`config.mk`:
```
export PLATFORM = sky130hd
export DESIGN_NAME = apb_reg_demux
export DESIGN_NICKNAME = d
export VERILOG_FILES = /design/src/rtl/apb_reg_demux.sv
export SDC_FILE = /design/constraint.sdc
export NUM_CORES = 1
export LEC_CHECK = 0
export BUFFER_PORTS_ARGS = -buffer_cell sky130_fd_sc_hd__clkbuf_2
export CELL_PAD_IN_SITES_DETAIL_PLACEMENT = 1
export CELL_PAD_IN_SITES_GLOBAL_PLACEMENT = 2
export CORE_MARGIN = 2
export CORE_UTILIZATION = 25
export DETAILED_ROUTE_END_ITERATION = 10
export PLACE_DENSITY = 0.82
export SLEW_MARGIN = 10
export SYNTH_ARGS = -nofsm -noshare
export SYNTH_HDL_FRONTEND = slang
export SYNTH_SLANG_ARGS = --single-unit
export TNS_END_PERCENT = 50
```
`constraint.sdc`:
```
create_clock -name clk_i -period 2.18 [get_ports clk_i]
set_input_delay 0.109 -clock clk_i [delete_from_list [all_inputs] [get_ports clk_i]]
set_output_delay 0.109 -clock clk_i [all_outputs]
set_load 0.1 [all_outputs]
```
`src/rtl/apb_reg_demux.sv`:
```
// APB3 slave that decodes one address window into NUM_PORTS register-bus ports,
// with decode-error response, per-access timeout and a registered single-outstanding response.
module apb_reg_demux #(
  parameter int                    NUM_PORTS      = 4,
  parameter int                    ADDR_WIDTH     = 32,
  parameter int                    DATA_WIDTH     = 32,
  parameter logic [ADDR_WIDTH-1:0] BASE_ADDR      = {ADDR_WIDTH{1'b0}},
  parameter int                    PORT_ADDR_BITS = 12,
  parameter int                    TIMEOUT_CYCLES = 255
) (
  input  logic                            clk_i,
  input  logic                            rst_ni,
  input  logic                            psel_i,
  input  logic                            penable_i,
  input  logic                            pwrite_i,
  input  logic [ADDR_WIDTH-1:0]           paddr_i,
  input  logic [DATA_WIDTH-1:0]           pwdata_i,
  output logic [DATA_WIDTH-1:0]           prdata_o,
  output logic                            pready_o,
  output logic                            pslverr_o,
  output logic [NUM_PORTS-1:0]            reg_valid_o,
  output logic                            reg_write_o,
  output logic [ADDR_WIDTH-1:0]           reg_addr_o,
  output logic [DATA_WIDTH-1:0]           reg_wdata_o,
  output logic [3:0]                      reg_wstrb_o,
  input  logic [NUM_PORTS-1:0]            reg_ready_i,
  input  logic [NUM_PORTS-1:0]            reg_error_i,
  input  logic [NUM_PORTS*DATA_WIDTH-1:0] reg_rdata_i,
  output logic                            busy_o
);

  localparam int IDX_W = (NUM_PORTS > 1) ? $clog2(NUM_PORTS) : 1;
  localparam int CNT_W = $clog2(TIMEOUT_CYCLES + 2);
  localparam bit TO_EN = (TIMEOUT_CYCLES != 0);
  localparam logic [CNT_W-1:0]      TO_LAST  = CNT_W'(TIMEOUT_CYCLES - 1);
  localparam logic [ADDR_WIDTH-1:0] OFF_MASK = (ADDR_WIDTH'(1) << PORT_ADDR_BITS) - ADDR_WIDTH'(1);
  localparam logic [NUM_PORTS-1:0]  ONE_HOT0 = NUM_PORTS'(1);
  localparam logic [DATA_WIDTH-1:0] TO_DATA  = DATA_WIDTH'(32'hDEAD_BEEF);

  typedef enum logic [1:0] {IDLE = 2'd0, REQ = 2'd1, RESP = 2'd2} state_t;

  state_t                  state_r, state_next_s;
  logic [IDX_W-1:0]        idx_r;
  logic [CNT_W-1:0]        cnt_r;
  logic [NUM_PORTS-1:0]    valid_r;
  logic                    write_r, pready_r, pslverr_r, busy_r;
  logic [ADDR_WIDTH-1:0]   addr_r;
  logic [DATA_WIDTH-1:0]   wdata_r, prdata_r;
  logic [3:0]              wstrb_r;

  logic [ADDR_WIDTH-1:0]   off_s, idx_full_s;
  logic [IDX_W-1:0]        idx_s;
  logic                    miss_s, access_s, accept_s, reject_s, handshake_s, timeout_s;
  logic                    ready_sel_s, error_sel_s;
  logic [DATA_WIDTH-1:0]   rdata_sel_s;
  logic [DATA_WIDTH-1:0]   rdata_arr_s [NUM_PORTS];

  // Address decode of the current APB access
  always_comb begin
    off_s      = paddr_i - BASE_ADDR;
    idx_full_s = off_s >> PORT_ADDR_BITS;
    idx_s      = idx_full_s[IDX_W-1:0];
    miss_s     = (paddr_i < BASE_ADDR) || (idx_full_s >= ADDR_WIDTH'(NUM_PORTS));
    access_s   = psel_i && penable_i;
  end

  // Select the response of the port currently being addressed
  always_comb begin
    for (int i = 0; i < NUM_PORTS; i++) begin
      rdata_arr_s[i] = reg_rdata_i[i*DATA_WIDTH +: DATA_WIDTH];
    end
    ready_sel_s = reg_ready_i[idx_r];
    error_sel_s = reg_error_i[idx_r];
    rdata_sel_s = rdata_arr_s[idx_r];
  end

  // Next-state logic; a ready in the timeout cycle takes priority over the timeout
  always_comb begin
    state_next_s = state_r;
    accept_s     = 1'b0;
    reject_s     = 1'b0;
    handshake_s  = 1'b0;
    timeout_s    = 1'b0;
    case (state_r)
      IDLE: begin
        if (access_s && miss_s) begin
          reject_s     = 1'b1;
          state_next_s = RESP;
        end else if (access_s) begin
          accept_s     = 1'b1;
          state_next_s = REQ;
        end else begin
          state_next_s = IDLE;
        end
      end
      REQ: begin
        if (ready_sel_s) begin
          handshake_s  = 1'b1;
          state_next_s = RESP;
        end else if (TO_EN && (cnt_r == TO_LAST)) begin
          timeout_s    = 1'b1;
          state_next_s = RESP;
        end else begin
          state_next_s = REQ;
        end
      end
      RESP:    state_next_s = IDLE;
      default: state_next_s = IDLE;
    endcase
  end

  // FSM state register
  always_ff @(posedge clk_i or negedge rst_ni) begin
    if (!rst_ni) begin
      state_r <= IDLE;
      busy_r  <= 1'b0;
    end else begin
      state_r <= state_next_s;
      busy_r  <= (state_next_s != IDLE);
    end
  end

  // Request and response registers
  always_ff @(posedge clk_i or negedge rst_ni) begin
    if (!rst_ni) begin
      idx_r     <= {IDX_W{1'b0}};
      cnt_r     <= {CNT_W{1'b0}};
      valid_r   <= {NUM_PORTS{1'b0}};
      write_r   <= 1'b0;
      addr_r    <= {ADDR_WIDTH{1'b0}};
      wdata_r   <= {DATA_WIDTH{1'b0}};
      wstrb_r   <= 4'h0;
      pready_r  <= 1'b0;
      pslverr_r <= 1'b0;
      prdata_r  <= {DATA_WIDTH{1'b0}};
    end else begin
      pready_r <= (state_next_s == RESP);
      if (accept_s) begin
        idx_r   <= idx_s;
        cnt_r   <= {CNT_W{1'b0}};
        valid_r <= ONE_HOT0 << idx_s;
        write_r <= pwrite_i;
        addr_r  <= off_s & OFF_MASK;
        wdata_r <= pwdata_i;
        wstrb_r <= 4'hF;
      end else if (reject_s) begin
        pslverr_r <= 1'b1;
        prdata_r  <= {DATA_WIDTH{1'b0}};
      end else if (handshake_s) begin
        valid_r   <= {NUM_PORTS{1'b0}};
        wstrb_r   <= 4'h0;
        pslverr_r <= error_sel_s;
        prdata_r  <= write_r ? {DATA_WIDTH{1'b0}} : rdata_sel_s;
      end else if (timeout_s) begin
        valid_r   <= {NUM_PORTS{1'b0}};
        wstrb_r   <= 4'h0;
        pslverr_r <= 1'b1;
        prdata_r  <= TO_DATA;
      end else if (state_r == REQ) begin
        cnt_r <= cnt_r + CNT_W'(1);
      end else if (state_r == RESP) begin
        pslverr_r <= 1'b0;
        prdata_r  <= {DATA_WIDTH{1'b0}};
      end else begin
        cnt_r <= cnt_r;
      end
    end
  end

  assign prdata_o    = prdata_r;
  assign pready_o    = pready_r;
  assign pslverr_o   = pslverr_r;
  assign reg_valid_o = valid_r;
  assign reg_write_o = write_r;
  assign reg_addr_o  = addr_r;
  assign reg_wdata_o = wdata_r;
  assign reg_wstrb_o = wstrb_r;
  assign busy_o      = busy_r;

endmodule

```
==> results.toml, run 1 <==
[detailed_routing]
met1_length_mm = 7.55
wl_met3_um = 949
drt-initial-drc-count = 153
met2_length_mm = 9.61
drt-total-wl_mm = 18.4
drcViolationCount = 0
highest_layer = "met4"
vias_per_cell = 4.64
avgRoutedWirePerCell_um = 18.2
postRouteAntennaNets = 0
drt_first_pass_iters = 5
vias = 4664

[global_route]
antenna_found_initial = 0
grt_usage_pct = 17.4
grt_first_pass_wirelength_mm = 29.2
grt_pass1_vias = 5114
grt_overflow_total = 0
grt_max_degree = 45

[clock_network]
clockBufferDepth = 2
clkSinkCount = 98
cts_resized = 0
cts_buffers = 9
clk_pin_slew_worst_paths_ps = 70
clock_latency_ps = 350
cts_tree = "built"
cts-htree-levels = 3
cts_root_buffer = "clkbuf_16"

[synthesis]
synthCells = 398
syn_avg_cell_area_um2 = 12.7
yosys_warnings = 0
syn_area_um2 = 5060
yosys_register_bits = 98
synth_seq_area_share_pct = 48.5
synthDistinctLibCells = 40

[place]
place.gp.congestion = 0.777
io_buffers = 292
dp_cells = 947
place_area_um2 = 6840
hpwl_mm = 13.5
pre_cts_slack_ps = 101

[power_and_ir_drop]
ir_drop_mv = 0.349
pwr-share-seq_pct = 44.7
p_sw_share_pct = 27.5
power.total_mw = 4.14
netSwitchingPower_mw = 1.14
internal-power_mw = 3.00
leakage_nw = 3.83
power_frac_comb_pct = 15.5
p_clk_share_pct = 39.8
powerDensity_nw_per_um2 = 546

[critical_path]
crit_path_start_kind = "flip-flop"
cp-end-kind = "flip-flop"
criticalPathCategory = "flip-flop to flip-flop"
r2r_end = "cnt_r[5]"
worstReg2RegStart = "idx_r[0]"
cp_data_required_time_ps = 2450
r2r_setup_slack_ps = 80
r2r_cells = 4
critPathArrivalTime_ps = 2370
crit_fanout = 12

[hold_path]
worstHoldPathType = "primary input to flip-flop"
whs_path_depth = 2
holdPathEnd = "reg_wdata_o[19]"
hold_start = "pwdata_i[19]"

[floorplan]
coreArea_um2 = 20000
rows = 52
io_pins = 313
die_y_um = 146
start_util_pct = 25.3
die_x_um = 146
die-area_um2 = 21400

[finish]
finalNonFillerCells = 1006
antenna_cells = 0
final_area_um2 = 7580
syn2layout_area_growth_pct = 49.8
drive_above_1_share_pct = 56.9
final_nets = 939

[timing]
hold_violations = 0
fin_crit_ps = 2100
period_share_pct = 96.5
setup_tns_ps = 0
rsz0062_at_grt = "no"
max_freq_mhz = 475
worst_slack_ps = 76.7
slew_violations = 0
fin_worst_skew_ps = 9.98
tightest_slew_ps = 680
setup_viol = 0
relSlewSlack_pct = 54.6

[run]
max_cap_violations = 0

[status]
status = "completed"
-- repair_timing --
action / in CTS / in global routing
buffers inserted: 0 / 0
hold buffers: 44 / 0
hold endpoints to repair: 84 / 0
-- layer usage --
metal,track usage (%),up-vias
met4,3.54,0
met2,30.6,163
met5,0,-
met3,4.47,17
met1,21.7,2347
li1,-,2137
-- placed cells by master (no fill, tap or decap), types with 9 or more instances in the layout --
master,instances
mux2_2,47
dlygate4sd3_1,44
buf_4,21
clkbuf_2,291
conb_1,20
dfrtp_1,96
mux4_2,34
a21oi_1,29
o22ai_1,25
o21ai_0,34
clkbuf_16,9
-- worst max-delay path, cell delays in order (launching register included) --
cell     delay, ps
dfrtp_2        370
mux4_2         560
a211o_1        430
or4_1          510
a21oi_1        160
-- how the worst max path moves through the flow --
stage,from,to,slack (ps),cells after the start
2_1_floorplan,state_r[1],reg_addr_o[0],160,6
3_3_place_gp,idx_r[0],cnt_r[5],140,4
3_5_place_dp,idx_r[0],cnt_r[5],100,4
4_1_cts,idx_r[0],cnt_r[5],90,4
5_1_grt,idx_r[0],cnt_r[5],2,4
6_report,idx_r[0],cnt_r[5],80,4
-- power groups by stage --
stage          combinational [mW]  clock, mW  sequential, mW
2_1_floorplan               0.287          0            1.92
3_3_place_gp                0.571          0            1.89
3_5_place_dp                0.580          0            1.89
4_1_cts                     0.646       1.71            1.85
5_1_grt                     0.693       1.76            1.85
6_report                    0.641       1.65            1.85
-- area by class of cell --
class / instances / area [um^2]
Clock buffer: 9 / 225
Clock inverter: 6 / 75.1
Fill cell: 2304 / 12500
Inverter: 5 / 18.8
Multi-Input combinational cell: 259 / 2350
Sequential cell: 98 / 2450
Tap cell: 270 / 338
Timing Repair Buffer: 359 / 2110
-- sequential cells by signal, summed over array words and instances (netlist names) --
name / flops
cnt_r: 9
prdata_o: 32
pslverr_o: 1
reg_wstrb_o: 1
reg_write_o: 1
busy_o: 1
state_r: 2
reg_valid_o: 4
pready_o: 1
idx_r: 2
reg_wdata_o: 32
reg_addr_o: 12
-- cells by family (layout without fill, tap and decap cells) --
group,count (synthesis),in the layout,synth area share (%)
simple gates,42,42,4.77
mux,87,87,26.8
xor+xnor,1,1,0.173
compound gates,107,107,12.5
flops,98,98,48.5
fa+ha+maj,2,2,0.494
buf+inv,60,379,6.75
other cells,1,20,0.0741
-- stage by stage --
stage                     hold WS (ps)  utilization [%]
after global placement             184             34.1
final                             21.9             37.8
after floorplan                   -187                -
after global routing              19.4             37.8
after detailed placement           179             34.1
after CTS                         6.86             37.8
-- Yosys cell counts --
cell	number	area share, %
nor2b_1	3	0.37
nand3_1	5	0.49
o31ai_1	2	0.30
mux4_2	34	15
o21ai_0	34	3.4
nand4_1	1	0.12
buf_1	2	0.15
or2_2	2	0.25
buf_4	23	3.4
conb_1	1	0.074
o21bai_1	1	0.15
or3_1	3	0.37
inv_1	5	0.37
xnor2_1	1	0.17
nand2b_1	4	0.49
a2111oi_0	1	0.17
nand2_1	7	0.52
clkbuf_1	16	1.2
or4_1	2	0.30
a21oi_1	31	3.1
and3b_1	1	0.17
and4_1	1	0.17
and3_1	1	0.12
and4b_1	1	0.20
clkbuf_2	1	0.099
nor4bb_1	1	0.20
mux2i_1	6	1.2
nor4_1	5	0.62
a211o_1	1	0.17
ha_1	2	0.49
o211ai_1	1	0.15
mux2_2	47	10
a21o_1	2	0.30
buf_6	2	0.44
nor2_1	5	0.37
a31o_2	1	0.17
buf_2	11	1.1
a32o_1	8	1.6
dfrtp_1	98	48
o22ai_1	25	3.1
Note: power is estimated with default switching activity, not from simulation.
==> run 2, diff against run 1 <==
- ABC_AREA: not set -> 1
- CORE_UTILIZATION: 25 -> 23
- PLACE_DENSITY: 0.82 -> 0.84
==> run 2 against run 1 <==
  * Critical endpoint is now prdata_o[31]
  * First-iteration DRC count grew 41%
  * Non-clock buffer count down 2
  * Hold slack better by 4.0 ps
  * Clock skew decreased by 2.7 ps
  * Utilization decreased by 4.4 points
  * Sequential share of layout area fell by 1.9 points
  * Register-to-register slack gained 320 ps
  * Total power shrank 2.9%
  * Largest power group unchanged
  * Count of clock-buffer cells in the layout unchanged
  * Largest cell class is now multi-input combinational cells
==> results.toml, run 2 <==
[finish]
fillers = 3105
antenna_cells = 0
layout_common_cells = "nand2_1, clkbuf_2, dfrtp_1, nand3_1, dlygate4sd3_1"
syn2layout_area_growth_pct = 43.9
final_area_um2 = 8050
seqCellArea_um2 = 2450
fin_util_pct = 33.4
final_nets = 1306
final_common_cell = "nand2_1"
finalNonFillerCells = 1428
drive_above_1_share_pct = 31.3
multiInputGateArea_um2 = 2670

[detailed_routing]
drt_first_pass_iters = 4
avgRoutedWirePerCell_um = 15.2
drcViolationCount = 0
drt-total-wl_mm = 21.8
drt-initial-drc-count = 215
vias = 6196
postRouteAntennaNets = 0
vias_per_cell = 4.34

[power_and_ir_drop]
powerDensity_nw_per_um2 = 499
power.total_mw = 4.02
p_sw_share_pct = 28.8
ir_drop_mv = 0.339
power_frac_comb_pct = 14.7
netSwitchingPower_mw = 1.16
p_clk_share_pct = 39.9
leakage_nw = 4.56
pwr-share-seq_pct = 45.4
internal-power_mw = 2.86

[synthesis]
synth_seq_area_share_pct = 43.8
yosysMostFrequentCell = "nand2_1"
synth-async-reset-ratio_pct = 100
synthCells = 784
yosys.area.top_type = "dfrtp_1"
netlist_top_cells_count = "nand2_1, dfrtp_1, nand3_1"
synth_ff_type = "dfrtp_1"
syn_area_um2 = 5590
netlist_top_cells_area = "dfrtp_1, nand2_1, nand3_1, buf_4, nand4_1"
yosys_register_bits = 98
yosys_warnings = 0
syn_avg_cell_area_um2 = 7.14
synthDistinctLibCells = 31
synth_enable_flop_cells = 0
synth_top_area_share_pct = 43.8

[critical_path]
critPathArrivalTime_ps = 2020
r2r_setup_slack_ps = 400
criticalPathCategory = "flip-flop to flip-flop"
critPathMaxStageDelay_ps = 420
cp_cell_sequence = "buf_4 -> nand3_1 -> nand2_2 -> nand2_4 -> nand2_4 -> clkinv_2 -> nand2_1 -> nand2_1"
worstReg2RegStart = "idx_r[1]"
crit_slowest_cell = "dfrtp_1"
r2r_end = "prdata_o[31]"
r2r_cells = 8
cp-end-kind = "flip-flop"
crit_path_start_kind = "flip-flop"
cp_data_required_time_ps = 2420
crit_fanout = 24

[hold_path]
worstHoldPathType = "primary input to flip-flop"
holdPathEnd = "reg_write_o"
hold_start = "pwrite_i"
whs_path_depth = 3

[timing]
hold_violations = 0
worst_slack_ps = 395
tightest_slew_ps = 609
max_freq_mhz = 560
setup_viol = 0
fin_worst_skew_ps = 7.31
slew_violations = 0
setup_tns_ps = 0
fin_crit_ps = 1780
relSlewSlack_pct = 59.6
period_share_pct = 81.9
hold_ws_ps = 25.9
rsz0062_at_grt = "no"

[floorplan]
rows = 57
die_y_um = 160
die_x_um = 160
io_pins = 313
coreArea_um2 = 24100
die-area_um2 = 25600
start_util_pct = 23.2

[run]
max_cap_violations = 0

[place]
io_buffers = 292
pre_cts_slack_ps = 380
place_area_um2 = 7290
dp_cells = 1366
hpwl_mm = 16.2
place.gp.congestion = 0.751

[clock_network]
clkSinkCount = 98
cts_tree = "built"
clockBufferDepth = 2
cts_buffers = 9
cts-htree-levels = 3
clk_pin_slew_worst_paths_ps = 70
clock_latency_ps = 350
cts_resized = 0
cts_root_buffer = "clkbuf_16"

[global_route]
grt_overflow_total = 0
grt_pass1_vias = 6295
antenna_found_initial = 0
grt_max_degree = 53
grt_first_pass_wirelength_mm = 34.5
grt_usage_pct = 16.9

[status]
status = "completed"
-- run 2: cell families after synthesis --
logic type      synth area share (%)
buf+inv                         9.77
flops                           43.8
xor+xnor                       0.783
other cells                   0.0670
fa+ha+maj                      0.447
simple gates                    42.0
compound gates                  3.04
-- run 2: what timing repair did --
item / in CTS / in global routing
endpoints found under the hold margin: 78 / 0
hold buffers: 46 / 0
setup buffers: 0 / 0
-- run 2: worst max-delay path by stage --
stage           startpoint  depth (start not counted)            to  slack [ps]
3_3_place_gp      idx_r[1]                          8   prdata_o[3]         470
6_report          idx_r[1]                          8  prdata_o[31]         400
4_1_cts           idx_r[1]                          8  prdata_o[31]         360
2_1_floorplan  reg_write_o                          6  prdata_o[10]         390
5_1_grt           idx_r[1]                          7  prdata_o[26]         210
3_5_place_dp      idx_r[1]                          8  prdata_o[31]         380
-- run 2: power groups by stage --
| stage | sequential [mW] | combinational [mW] | clock (mW) |
|---|---|---|---|
| after floorplan | 1.89 | 0.259 | 0 |
| after global routing | 1.83 | 0.641 | 1.72 |
| after CTS | 1.82 | 0.597 | 1.66 |
| final | 1.83 | 0.592 | 1.60 |
| after global placement | 1.86 | 0.527 | 0 |
| after detailed placement | 1.86 | 0.528 | 0 |
-- run 2: metal layers --
layer / track usage [%] / wire (um) / vias to the layer above
met5: 0 / 0 / -
met4: 4.63 / 278 / 0
li1: - / - / 3083
met2: 28.4 / 10300 / 232
met3: 3.53 / 1430 / 14
met1: 22.2 / 9760 / 2867
-- run 2: layout make-up --
type	count	share of cell area (%)
Inverter	25	1.21
Tap cell	324	5.03
Timing Repair Buffer	357	26.4
Multi-Input combinational cell	608	33.1
Sequential cell	98	30.5
Clock inverter	7	0.917
Clock buffer	9	2.80
-- run 2: worst max-delay path: cells and delay by family, from the launching register on --
kind / cells / cell delay, ps
buf+inv: 2 / 520
flops: 1 / 420
simple gates: 6 / 730
